[config.mk]
export PLATFORM = sky130hd
export DESIGN_NAME = quad_scan_ctrl
export DESIGN_NICKNAME = d
export VERILOG_FILES = /design/src/rtl/quad_scan_ctrl_pkg.sv /design/src/rtl/quad_step.sv /design/src/rtl/quad_scan_ctrl.sv
export SDC_FILE = /design/constraint.sdc
export NUM_CORES = 1
export LEC_CHECK = 0
export ABC_AREA = 1
export CORE_MARGIN = 3
export CORE_UTILIZATION = 40
export DETAILED_ROUTE_END_ITERATION = 10
export GPL_TIMING_DRIVEN = 1
export PLACE_DENSITY = 0.58
export SYNTH_ARGS = -nofsm -noshare
export SYNTH_HDL_FRONTEND = slang
export SYNTH_SLANG_ARGS = --single-unit
[constraint.sdc]
create_clock -name clk -period 14.8 [get_ports clk]
set_clock_uncertainty 0.2 [all_clocks]
set_input_delay 2.96 -clock clk [delete_from_list [all_inputs] [get_ports clk]]
set_output_delay 2.96 -clock clk [all_outputs]
set_load 0.1 [all_outputs]
[src/rtl/quad_scan_ctrl_pkg.sv]
// Shared types and sizing helper for the quadrature scan controller (package quad_pkg).
package quad_pkg;

    typedef enum logic [1:0] {IDLE, CAPT, ACK} rd_state_t;

    typedef enum logic [2:0] {HOLD, INC1, DEC1, INC2, DEC2} step_t;

    // One code beyond the last channel stays representable so out-of-range reads can be issued.
    function automatic int ch_w(input int channels);
        return $clog2(channels + 1);
    endfunction

endpackage

[src/rtl/quad_step.sv]
// Combinational quadrature step decode for one channel slot.
module quad_step
    import quad_pkg::*;
(
    input  logic  a,
    input  logic  b,
    input  logic  prev_a,
    input  logic  prev_b,
    input  logic  dir_in,
    output step_t step,
    output logic  dir_out,
    output logic  skip
);

    always_comb begin
        step    = HOLD;
        dir_out = dir_in;
        skip    = 1'b0;
        case ({a ^ prev_a, b ^ prev_b})
            2'b01, 2'b10: begin
                dir_out = b ^ prev_a;
                step    = (b ^ prev_a) ? INC1 : DEC1;
            end
            2'b11: begin
                // Both phases moved: assume the step continued in the last known direction.
                skip = 1'b1;
                step = dir_in ? INC2 : DEC2;
            end
            default: ;
        endcase
    end

endmodule

[src/rtl/quad_scan_ctrl.sv]
// Round-robin quadrature scanner with per-channel counts and a 4-phase host read port.
// Optional index clear: define QUAD_INDEX_CLEAR_EN.
module quad_scan_ctrl
    import quad_pkg::*;
#(
    parameter int CHANNELS = 4,
    parameter int CNT_W    = 16
) (
    input  logic                       clk,
    input  logic                       rst_n,
    input  logic [CHANNELS-1:0]        a,
    input  logic [CHANNELS-1:0]        b,
    input  logic [CHANNELS-1:0]        z,
    input  logic                       rd_req,
    input  logic [ch_w(CHANNELS)-1:0]  rd_ch,
    output logic                       rd_ack,
    output logic [CNT_W-1:0]           rd_cnt,
    output logic                       rd_skip
);

    localparam int CW = ch_w(CHANNELS);
    localparam int IW = $clog2(CHANNELS);

    logic [CHANNELS-1:0] a_m, a_s, b_m, b_s;
    logic [CHANNELS-1:0] prev_a, prev_b, dir, skip;
    logic [CNT_W-1:0]    cnt [CHANNELS];
    logic [CW-1:0]       ptr;
    logic [IW-1:0]       idx;
    logic                zclr;

    step_t               step;
    logic                dir_nxt, step_skip;
    logic [CNT_W-1:0]    cnt_cur, cnt_nxt;

    rd_state_t           state, state_nxt;
    logic [CW-1:0]       rd_sel;
    logic [IW-1:0]       rd_idx;
    logic                sel_ok, cap, cap_clr;

    assign idx     = ptr[IW-1:0];
    assign rd_idx  = rd_sel[IW-1:0];
    assign sel_ok  = (rd_sel < CW'(CHANNELS));
    assign cap_clr = cap & sel_ok;

    always_ff @(posedge clk or negedge rst_n) begin
        if (!rst_n) begin
            a_m <= '0;
            a_s <= '0;
            b_m <= '0;
            b_s <= '0;
        end else begin
            a_m <= a;
            a_s <= a_m;
            b_m <= b;
            b_s <= b_m;
        end
    end

`ifdef QUAD_INDEX_CLEAR_EN
    logic [CHANNELS-1:0] z_m, z_s, prev_z;

    always_ff @(posedge clk or negedge rst_n) begin
        if (!rst_n) begin
            z_m    <= '0;
            z_s    <= '0;
            prev_z <= '0;
        end else begin
            z_m         <= z;
            z_s         <= z_m;
            prev_z[idx] <= z_s[idx];
        end
    end

    assign zclr = z_s[idx] & ~prev_z[idx];
`else
    logic unused_z;
    assign unused_z = ^z;
    assign zclr     = 1'b0;
`endif

    quad_step u_step (
        .a       (a_s[idx]),
        .b       (b_s[idx]),
        .prev_a  (prev_a[idx]),
        .prev_b  (prev_b[idx]),
        .dir_in  (dir[idx]),
        .step    (step),
        .dir_out (dir_nxt),
        .skip    (step_skip)
    );

    always_comb begin
        cnt_cur = cnt[idx];
        cnt_nxt = cnt_cur;
        case (step)
            INC1:    cnt_nxt = cnt_cur + CNT_W'(1);
            DEC1:    cnt_nxt = cnt_cur - CNT_W'(1);
            INC2:    cnt_nxt = cnt_cur + CNT_W'(2);
            DEC2:    cnt_nxt = cnt_cur - CNT_W'(2);
            default: cnt_nxt = cnt_cur;
        endcase
        if (zclr) begin
            cnt_nxt = '0;
        end
    end

    always_ff @(posedge clk or negedge rst_n) begin
        if (!rst_n) begin
            ptr    <= '0;
            prev_a <= '0;
            prev_b <= '0;
            dir    <= '0;
            skip   <= '0;
            for (int unsigned i = 0; i < CHANNELS; i++) begin
                cnt[i] <= '0;
            end
        end else begin
            ptr         <= (ptr == CW'(CHANNELS - 1)) ? '0 : ptr + CW'(1);
            prev_a[idx] <= a_s[idx];
            prev_b[idx] <= b_s[idx];
            dir[idx]    <= dir_nxt;
            cnt[idx]    <= cnt_nxt;
            // Scanner set is ordered after the read clear so a same-cycle skip survives.
            if (cap_clr) begin
                skip[rd_idx] <= 1'b0;
            end
            if (step_skip) begin
                skip[idx] <= 1'b1;
            end
        end
    end

    always_ff @(posedge clk or negedge rst_n) begin
        if (!rst_n) begin
            state <= IDLE;
        end else begin
            state <= state_nxt;
        end
    end

    always_comb begin
        state_nxt = state;
        rd_ack    = 1'b0;
        cap       = 1'b0;
        case (state)
            IDLE: if (rd_req) state_nxt = CAPT;
            CAPT: begin
                cap       = 1'b1;
                state_nxt = ACK;
            end
            ACK: begin
                rd_ack = 1'b1;
                if (!rd_req) state_nxt = IDLE;
            end
            default: state_nxt = IDLE;
        endcase
    end

    always_ff @(posedge clk or negedge rst_n) begin
        if (!rst_n) begin
            rd_sel  <= '0;
            rd_cnt  <= '0;
            rd_skip <= 1'b0;
        end else begin
            if (state == IDLE && rd_req) begin
                rd_sel <= rd_ch;
            end
            if (cap) begin
                rd_cnt  <= sel_ok ? cnt[rd_idx] : '0;
                rd_skip <= sel_ok & skip[rd_idx];
            end
        end
    end

endmodule

* After elaboration in Yosys (flattened, before gate mapping)
Cells that the tools add are included. Widths: inputs -> output; s select.
Storage, ports and cells: bits in registers 121, input port bits 18, word-level logic and storage cells 102
Cells by class: add/sub/neg operators 5, magnitude comparators 8, equality and inequality tests 12, mux-type cells 43, bitwise logic cells 10, reductions and logical operators 7
Operator list (count):
- $mux 16 | 6
- $bmux 16 s2 | 2
- $bwmux 64 | 1
- $pmux 16 s4 | 1
- $demux 16 s2 | 1
- $add 16x1->16 const B | 1
- $add 16x2->16 const B | 1
- $sub 16x1->16 const B | 1
- $sub 16x2->16 const B | 1
- $bmux 1 s2 | 6
- $bwmux 4 | 3
- $mux 1 | 12
- $eq 3x2->1 const B | 3
- $mux 4 | 2
- $eq 2x2->1 const B | 3
- $ge 3x3->1 const B | 2
- $lt 2x3->1 const B | 2
- $mux 2 | 3
- $mux 3 | 2
- $not 2->3 | 2
- $pmux 2 s3 | 1
- $pmux 3 s2 | 1
- $and 4x4->4 | 1
- $demux 1 s2 | 2
- other kinds (16) | 25

* Logic depth before layout (Yosys ltp)
Gate-level depths: netlist of the first run.
depth in word-level cells 9, gate-level depth with buffers 32, depth with buffers taken out 30

* Hierarchy
Synthesis of the first run repeated with hierarchy kept, for this count alone.
Second synthesis, totals: cell total of the unflattened synthesis 965, area, all modules 7248.2 um^2
Modules (own cells, without submodules):
- quad_scan_ctrl | times used 1, cells each 945, area each 7128.1 um^2, seq. area each 3027.9 um^2
- quad_step | times used 1, cells each 20, area each 120.1 um^2, seq. area each 0.0 um^2

* Worst setup path after synthesis of the first run
Ideal clock, no wire load.
path type reg2out, start register state[1], end output port rd_ack, arrival 1.646 ns, path slack 9.994 ns, cell stages (with the launch flop) 3, path buffers 0, cell sequence dfrtp_1 > inv_1 > nor2_1
Between the ends: word-level cells in the longest chain between the ends 2
Ends and longest elaborated chain:
- start, declared | RTL line quad_scan_ctrl.sv:35 | rd_state_t state, state_nxt;
- start signal, assigned | RTL line quad_scan_ctrl.sv:137 | state <= state_nxt;
- $eq 2x2->1 | RTL line quad_scan_ctrl.sv:145 | case (state)
- $mux 1 | RTL line quad_scan_ctrl.sv:145
- end, declared | RTL line quad_scan_ctrl.sv:16 | output logic rd_ack,
Every way passes these cells.

* Final worst setup path of the first run
start register ptr[1], end register cnt[15] in the netlist's numbering
Between the ends: word-level cells in the longest chain between the ends 9
Ends and longest elaborated chain:
- start, declared | RTL line quad_scan_ctrl.sv:27 | logic [CW-1:0] ptr;
- start signal, assigned | RTL line quad_scan_ctrl.sv:118 | ptr <= (ptr == CW'(CHANNELS - 1)) ? '0 : ptr + CW'(1);
- parallel branches: the longest is 8 deep, another holds $sub 16x2->16
- $bwmux 64 * | RTL line quad_scan_ctrl.sv:122 | cnt[idx] <= cnt_nxt;
- end signal, assigned by index | RTL line quad_scan_ctrl.sv:122
- end, declared | RTL line quad_scan_ctrl.sv:26 | logic [CNT_W-1:0] cnt [CHANNELS];
Mark *: on every way between the ends. The select of a mux whose other input is x is not followed. A chain may end at the register's enable or synchronous reset.

==> results of run 1 <==
==> path summary, 6_finish.rpt <==
kind | slack, ps | endpoint | depth (start not counted) | startpoint
max | 8850 | cnt[15] | 25 | ptr[1]
min | 140 | b_s[3] | 0 | b_m[3]
max reg2reg | 8850 | cnt[15] | 25 | ptr[1]
min reg2reg | 140 | b_s[3] | 0 | b_m[3]
max in group asynchronous | 10670 | rd_cnt[15] | 2 | rst_n
min in group asynchronous | 2360 | cnt[30] | 1 | rst_n
==> critical path, delay by kind of cell, from the launching register on <==
family / cells / cell delay [ps]
flip-flops: 1 / 850
AND/OR/NAND/NOR: 12 / 1450
XOR/XNOR: 1 / 260
AO/OA/AOI/OAI: 5 / 1210
adder cells (fa/ha/maj): 2 / 600
buffers and inverters: 5 / 1290
==> layout by cell type, fill, tap and decap left out, types with 6 or more instances in the layout <==
cell type          n
a21oi_1           54
a221oi_1          17
buf_4              6
clkbuf_16         17
clkdlybuf4s50_1   30
dfrtp_1          121
ha_1              33
inv_1             90
inv_2             11
nand2_1          312
nand2_2           22
nand3_1           44
nand3b_1           6
nor2_1            42
nor3_1             6
o21ai_0           93
o21ai_1           13
o22ai_1           16
o2bb2ai_1          9
xor2_1             8
==> area by class of cell <==
type / count / area (µm²)
Clock inverter: 15 / 236
Tap cell: 225 / 282
Fill cell: 1768 / 9190
Clock buffer: 17 / 425
Timing Repair Buffer: 36 / 345
Multi-Input combinational cell: 716 / 3760
Inverter: 104 / 390
Sequential cell: 121 / 3030
==> cells in the mapped netlist, types with 4 or more instances <==
cell	n	area share, %
ha_1	33	5.6
inv_2	11	0.56
inv_1	90	4.6
o2bb2ai_1	9	1.1
o21ai_1	13	0.89
o22ai_1	16	1.4
nand3b_1	6	0.61
dfrtp_1	121	41
nand2_1	312	16
buf_2	8	0.55
nor2_1	43	2.2
nand2_4	4	0.61
a221oi_1	17	2.0
nor3_1	6	0.41
a21oi_1	54	3.7
nand3_1	44	3.0
clkbuf_1	25	1.3
nand2_2	22	1.9
xor2_1	8	0.95
o21ai_0	93	6.3
==> through the flow <==
stage                     utilization (%)  instances  total power [µW]  instance area (µm²)  hold slack [ps]
after floorplan                         -        977              1130                 7340              131
after global placement               44.2       1202              1340                 7810              133
after detailed placement             44.2       1202              1350                 7810              137
after CTS                            48.0       1234              1820                 8470              148
after global routing                 48.0       1234              1940                 8470              151
final                                48.0       1234              1810                 8470              145
==> state kept, by name, indices dropped and copies added (netlist names) <==
signal	flops
a_m	4
a_s	4
b_m	4
b_s	4
cnt	64
dir	4
prev_a	4
prev_b	4
ptr	3
rd_cnt	16
rd_sel	3
rd_skip	1
skip	4
state	2
==> per-layer routing <==
layer  routed length, µm  up-vias
li1                    -     3285
met1                9550     3144
met2                9590      167
met3                 881       30
met4                 401        0
met5                   0        -
==> power breakdown <==
part           switching (µW)  total (µW)  internal (µW)
sequential               76.8         526            450
clock                     165         468            302
combinational             573         819            246
==> cells by family (layout without fill, tap and decap cells) <==
kind of cell / count (synthesis) / after routing / share of synthesized area, %
and+or+nand+nor: 452 / 452 / 26.6
AOI/OAI and AO/OA: 222 / 222 / 17.8
buffers and inverters: 140 / 172 / 7.55
DFF: 121 / 121 / 41.2
adders and majority gates: 34 / 34 / 5.90
xor gates and xnor gates: 8 / 8 / 0.954
==> out/metrics.csv, run 1 <==
stage;metric;value;unit
status;status;complete, no violations;
critical_path;path_max_fanout;34;
floorplanning;start_util;41.6;%
drt;wl_per_cell;16.6;µm
synthesis;synth_nets;1029;
placed_design;post-place-ws;8940;ps
hold_path;hp-class;flip-flop to flip-flop;
critical_path;crit_path_start_kind;flip-flop;
drt;via_per_inst;5.37;
timing;max_freq;168;MHz
synthesis;synth-seq-cells;121;
critical_path;cp_common_cell;nand2_1;
clock_network;clkSlewWorstSetupHoldPaths;70;ps
synthesis;ys.flop_type;dfrtp_1;
timing;slew_violations;0;
clock_network;cts_resized;0;
drt;dr.first_iter.drc_count;499;
synthesis;syn_inst;977;
clock_network;cts_hold_buf;0;
drt;vias;6626;
timing;worstMarginPinSlew;1130;ps
floorplanning;fp-row-count;48;
drt;drc_errors;0;
grt;grt_pass1_wl;33700;µm
floorplanning;die_area;20000;µm²
timing;grt_setup_unrepaired;no;
grt;grt_use_met2;34.5;%
grt;grt_max_degree;74;
timing;slew_headroom;24.6;%
clock_network;cts_inserted_buffers;17;
floorplanning;fp.dieW;141;µm
clock_network;htree_levels;4;
synthesis;async_flop_share;100;%
floorplanning;pin_count;36;
grt;use_met1;28.6;%
layout;nets;1048;
synthesis;synth_edf_count;0;
synthesis;synth_cell_type_count;47;
drt;drt_pass1_iterations;5;
critical_path;path_class;flip-flop to flip-flop;
drt;finalWirelength;20400;µm
drt;ant_nets;0;
clock_network;cts_max_path_buffers;2;
critical_path;slowest_delay;850;ps
timing;setup_tns;0;ps
clock_network;clock-root-buffer;clkbuf_16;
floorplanning;die_y;141;µm
power_and_ir_drop;power.density;214;nW/µm²
placed_design;gp_congestion;0.841;
layout;drive_gt1_share;8.82;%
timing;hold_violations;0;
clock_network;post-cts-setup-buffers;0;
layout;antennaDiodeCount;0;
grt;first_global_vias;6569;
grt;grt-busiest-layer;met2;
synthesis;syn-cell-area;7340;µm²
clock_network;clk_latency;420;ps
critical_path;cp_data_arrival_time;6050;ps
flow_run;max_cap_viol_count;0;
clock_network;cts_tree;done;
clock_network;cts_sinks;121;
critical_path;cp_slowest_cell;dfrtp_1;
critical_path;endpoint_kind;flip-flop;
grt;antenna_found_initial;0;
placed_design;port_buffers;31;
layout;syn2layout_area_growth;15.4;%
timing;fin_crit_sh;40.2;%
power_and_ir_drop;p_leak;0.00417;µW
critical_path;required;14900;ps
synthesis;syn_area_per_cell;7.51;µm²
synthesis;yosys_warnings;0;
grt;gr-usage-met3;3.24;%
floorplanning;core;17700;µm²
power_and_ir_drop;ir_drop;0.000126;V
placed_design;hpwl;13500;µm
synthesis;ys_seq_area_share;41.2;%
timing;fin_crit;5950;ps
timing;setup_violations;0;
timing;finalWorstSetupSlack;8850;ps
grt;grt_overflow;0;
grt;grt_usage;21.1;%
(Power assumes the default switching activity.)
==> run 2: changes to the inputs <==
Clock period 14.8 ns to 5.5 ns, I/O delays scaled along.
==> out/metrics.csv, run 2 (synthesized netlist as in run 1, its figures left out) <==
stage;metric;value;unit;change
status;status;complete, no violations;;unchanged
drt;dr.first_iter.drc_count;413;;was 499
layout;syn2layout_area_growth;15.3;%;was 15.4%
clock_network;cts_tree;done;;unchanged
power_and_ir_drop;power.density;561;nW/µm²;was 214 nW/µm²
layout;nFillCells;1745;;was 1768
timing;slew_violations;0;;unchanged
floorplanning;start_util;41.6;%;unchanged
critical_path;cp_slowest_cell;dfrtp_1;;unchanged
drt;drt_pass1_iterations;6;;was 5
drt;drc_errors;0;;unchanged
timing;fin_crit_sh;88.0;%;was 40.2%
placed_design;dpl_cell_area;7840;µm²;was 7810 µm²
power_and_ir_drop;total_power;4750;µW;was 1810 µW
placed_design;port_buffers;31;;unchanged
critical_path;slowest_delay;370;ps;was 850 ps
placed_design;gp_congestion;0.867;;was 0.841
clock_network;cts_sinks;121;;unchanged
grt;first_global_vias;6413;;was 6569
critical_path;path_max_fanout;21;;was 34
timing;max_freq;207;MHz;was 168 MHz
timing;setup_tns;0;ps;unchanged
critical_path;cp_data_arrival_time;4940;ps;was 6050 ps
floorplanning;fp.dieW;141;µm;unchanged
floorplanning;die_area;20000;µm²;unchanged
floorplanning;pin_count;36;;unchanged
critical_path;cp_common_cell;nand2_1;;unchanged
critical_path;path_class;flip-flop to flip-flop;;unchanged
flow_run;max_cap_viol_count;0;;unchanged
timing;setup_violations;0;;unchanged
layout;multi_input_area;3760;µm²;about the same
layout;final_util;47.9;%;was 48.0%
clock_network;cts_inserted_buffers;17;;unchanged
layout;largest_register_ff_count;64;;unchanged
floorplanning;die_y;141;µm;unchanged
critical_path;endpoint_kind;flip-flop;;unchanged
timing;hold_violations;0;;unchanged
power_and_ir_drop;ir_drop;0.000356;V;was 0.000126 V
clock_network;htree_levels;4;;unchanged
drt;ant_nets;0;;unchanged
placed_design;hpwl;13800;µm;was 13500 µm
grt;grt_pass1_wl;33500;µm;was 33700 µm
clock_network;clk_latency;420;ps;about the same
grt;grt_max_degree;55;;was 74
layout;final_common_cell;nand2_1;;unchanged
floorplanning;fp-row-count;48;;unchanged
layout;final_area;8460;µm²;was 8470 µm²
critical_path;required;5600;ps;was 14900 ps
clock_network;clkSlewWorstSetupHoldPaths;60;ps;was 70 ps
critical_path;crit_path_start_kind;flip-flop;;unchanged
drt;finalWirelength;20300;µm;was 20400 µm
grt;grt_overflow;0;;unchanged
critical_path;crit_family;simple AND/OR/NAND/NOR gates;;unchanged
drt;vias;6581;;was 6626
hold_path;hp-class;flip-flop to flip-flop;;unchanged
timing;fin_crit;4840;ps;was 5950 ps
layout;nets;1054;;was 1048
grt;grt_usage;21.0;%;was 21.1%
floorplanning;core;17700;µm²;unchanged
layout;mostFrequentLayoutCells;nand2_1 (312), dfrtp_1 (121), o21ai_0 (92);;was nand2_1 (312), dfrtp_1 (121), o21ai_0 (93)
clock_network;cts_max_path_buffers;2;;unchanged
timing;slew_headroom;30.4;%;was 24.6%
layout;antennaDiodeCount;0;;unchanged
drt;wl_per_cell;16.4;µm;was 16.6 µm
drt;via_per_inst;5.31;;was 5.37
layout;seqCellArea;3030;µm²;unchanged
timing;worstMarginPinSlew;1040;ps;was 1130 ps
grt;antenna_found_initial;0;;unchanged
layout;top_register;cnt;;unchanged
power_and_ir_drop;p_leak;0.00416;µW;was 0.00417 µW
layout;top_regs;cnt: 64 flops, rd_cnt: 16 flops;;unchanged
layout;drive_gt1_share;9.56;%;was 8.82%
timing;grt_setup_unrepaired;no;;unchanged
clock_network;clock-root-buffer;clkbuf_16;;unchanged
critical_path;path_buf_inv;8;;was 5
timing;hold_slack;148;ps;was 145 ps
clock_network;cts_hold_buf;0;;unchanged
==> run 2: repair_timing <==
| item | CTS | global route |
|---|---|---|
| setup buffers | 0 | 2 |
| setup endpoints to repair | 0 | 5 |
| gates resized for setup | 0 | 3 |
| endpoints found under the hold margin | 0 | 0 |
==> run 2: stage by stage <==
| stage | setup slack [ps] | std cells |
|---|---|---|
| after floorplan | 789 | 977 |
| after global placement | 525 | 1206 |
| after detailed placement | 437 | 1206 |
| after CTS | 426 | 1238 |
| after global routing | 161 | 1240 |
| final | 661 | 1240 |
==> run 2: worst reg2reg max path, delay by kind of cell (launching register included) <==
kind / cells / cell delay (ps)
compound gates: 6 / 1080
xor+xnor: 1 / 250
fa+ha+maj: 2 / 700
buf+inv: 8 / 1020
flops: 1 / 370
simple gates: 11 / 1130
==> run 2: routing by layer <==
metal | part of all wire [%] | up-vias | track usage [%]
met5 | 0 | - | 0
met4 | 2.1 | 0 | 6.92
met3 | 4.0 | 37 | 3.84
met2 | 47 | 156 | 35.0
met1 | 46 | 3104 | 27.7
li1 | - | 3284 | -
==> run 2: path summary, 6_finish.rpt <==
check / from / end / slack [ps] / cells after the start
worst max-delay path: ptr[0] / cnt[47] / 660 / 28
max in group asynchronous: rst_n / cnt[54] / 3470 / 2
worst min register to register: a_m[3] / a_s[3] / 150 / 0
worst max register to register: ptr[0] / cnt[47] / 660 / 28
worst min-delay path: a_m[3] / a_s[3] / 150 / 0
min in group asynchronous: rst_n / cnt[58] / 530 / 1
==> run 2: report_power, final <==
group / switching [µW] / internal (µW) / total [µW] / leakage (µW)
Clock: 447 / 676 / 1120 / 0.000287
Sequential: 208 / 1210 / 1420 / 0.00149
Combinational: 1540 / 663 / 2210 / 0.00238
==> run 2: layout make-up <==
| type | instances | area share (%) |
|---|---|---|
| flip-flops and latches | 121 | 35.8 |
| multi-input cells | 716 | 44.5 |
| inverters | 104 | 4.67 |
| well taps | 225 | 3.33 |
| clock buffers | 17 | 5.03 |
| clock inverters | 15 | 1.97 |
| repair buffers | 42 | 4.76 |
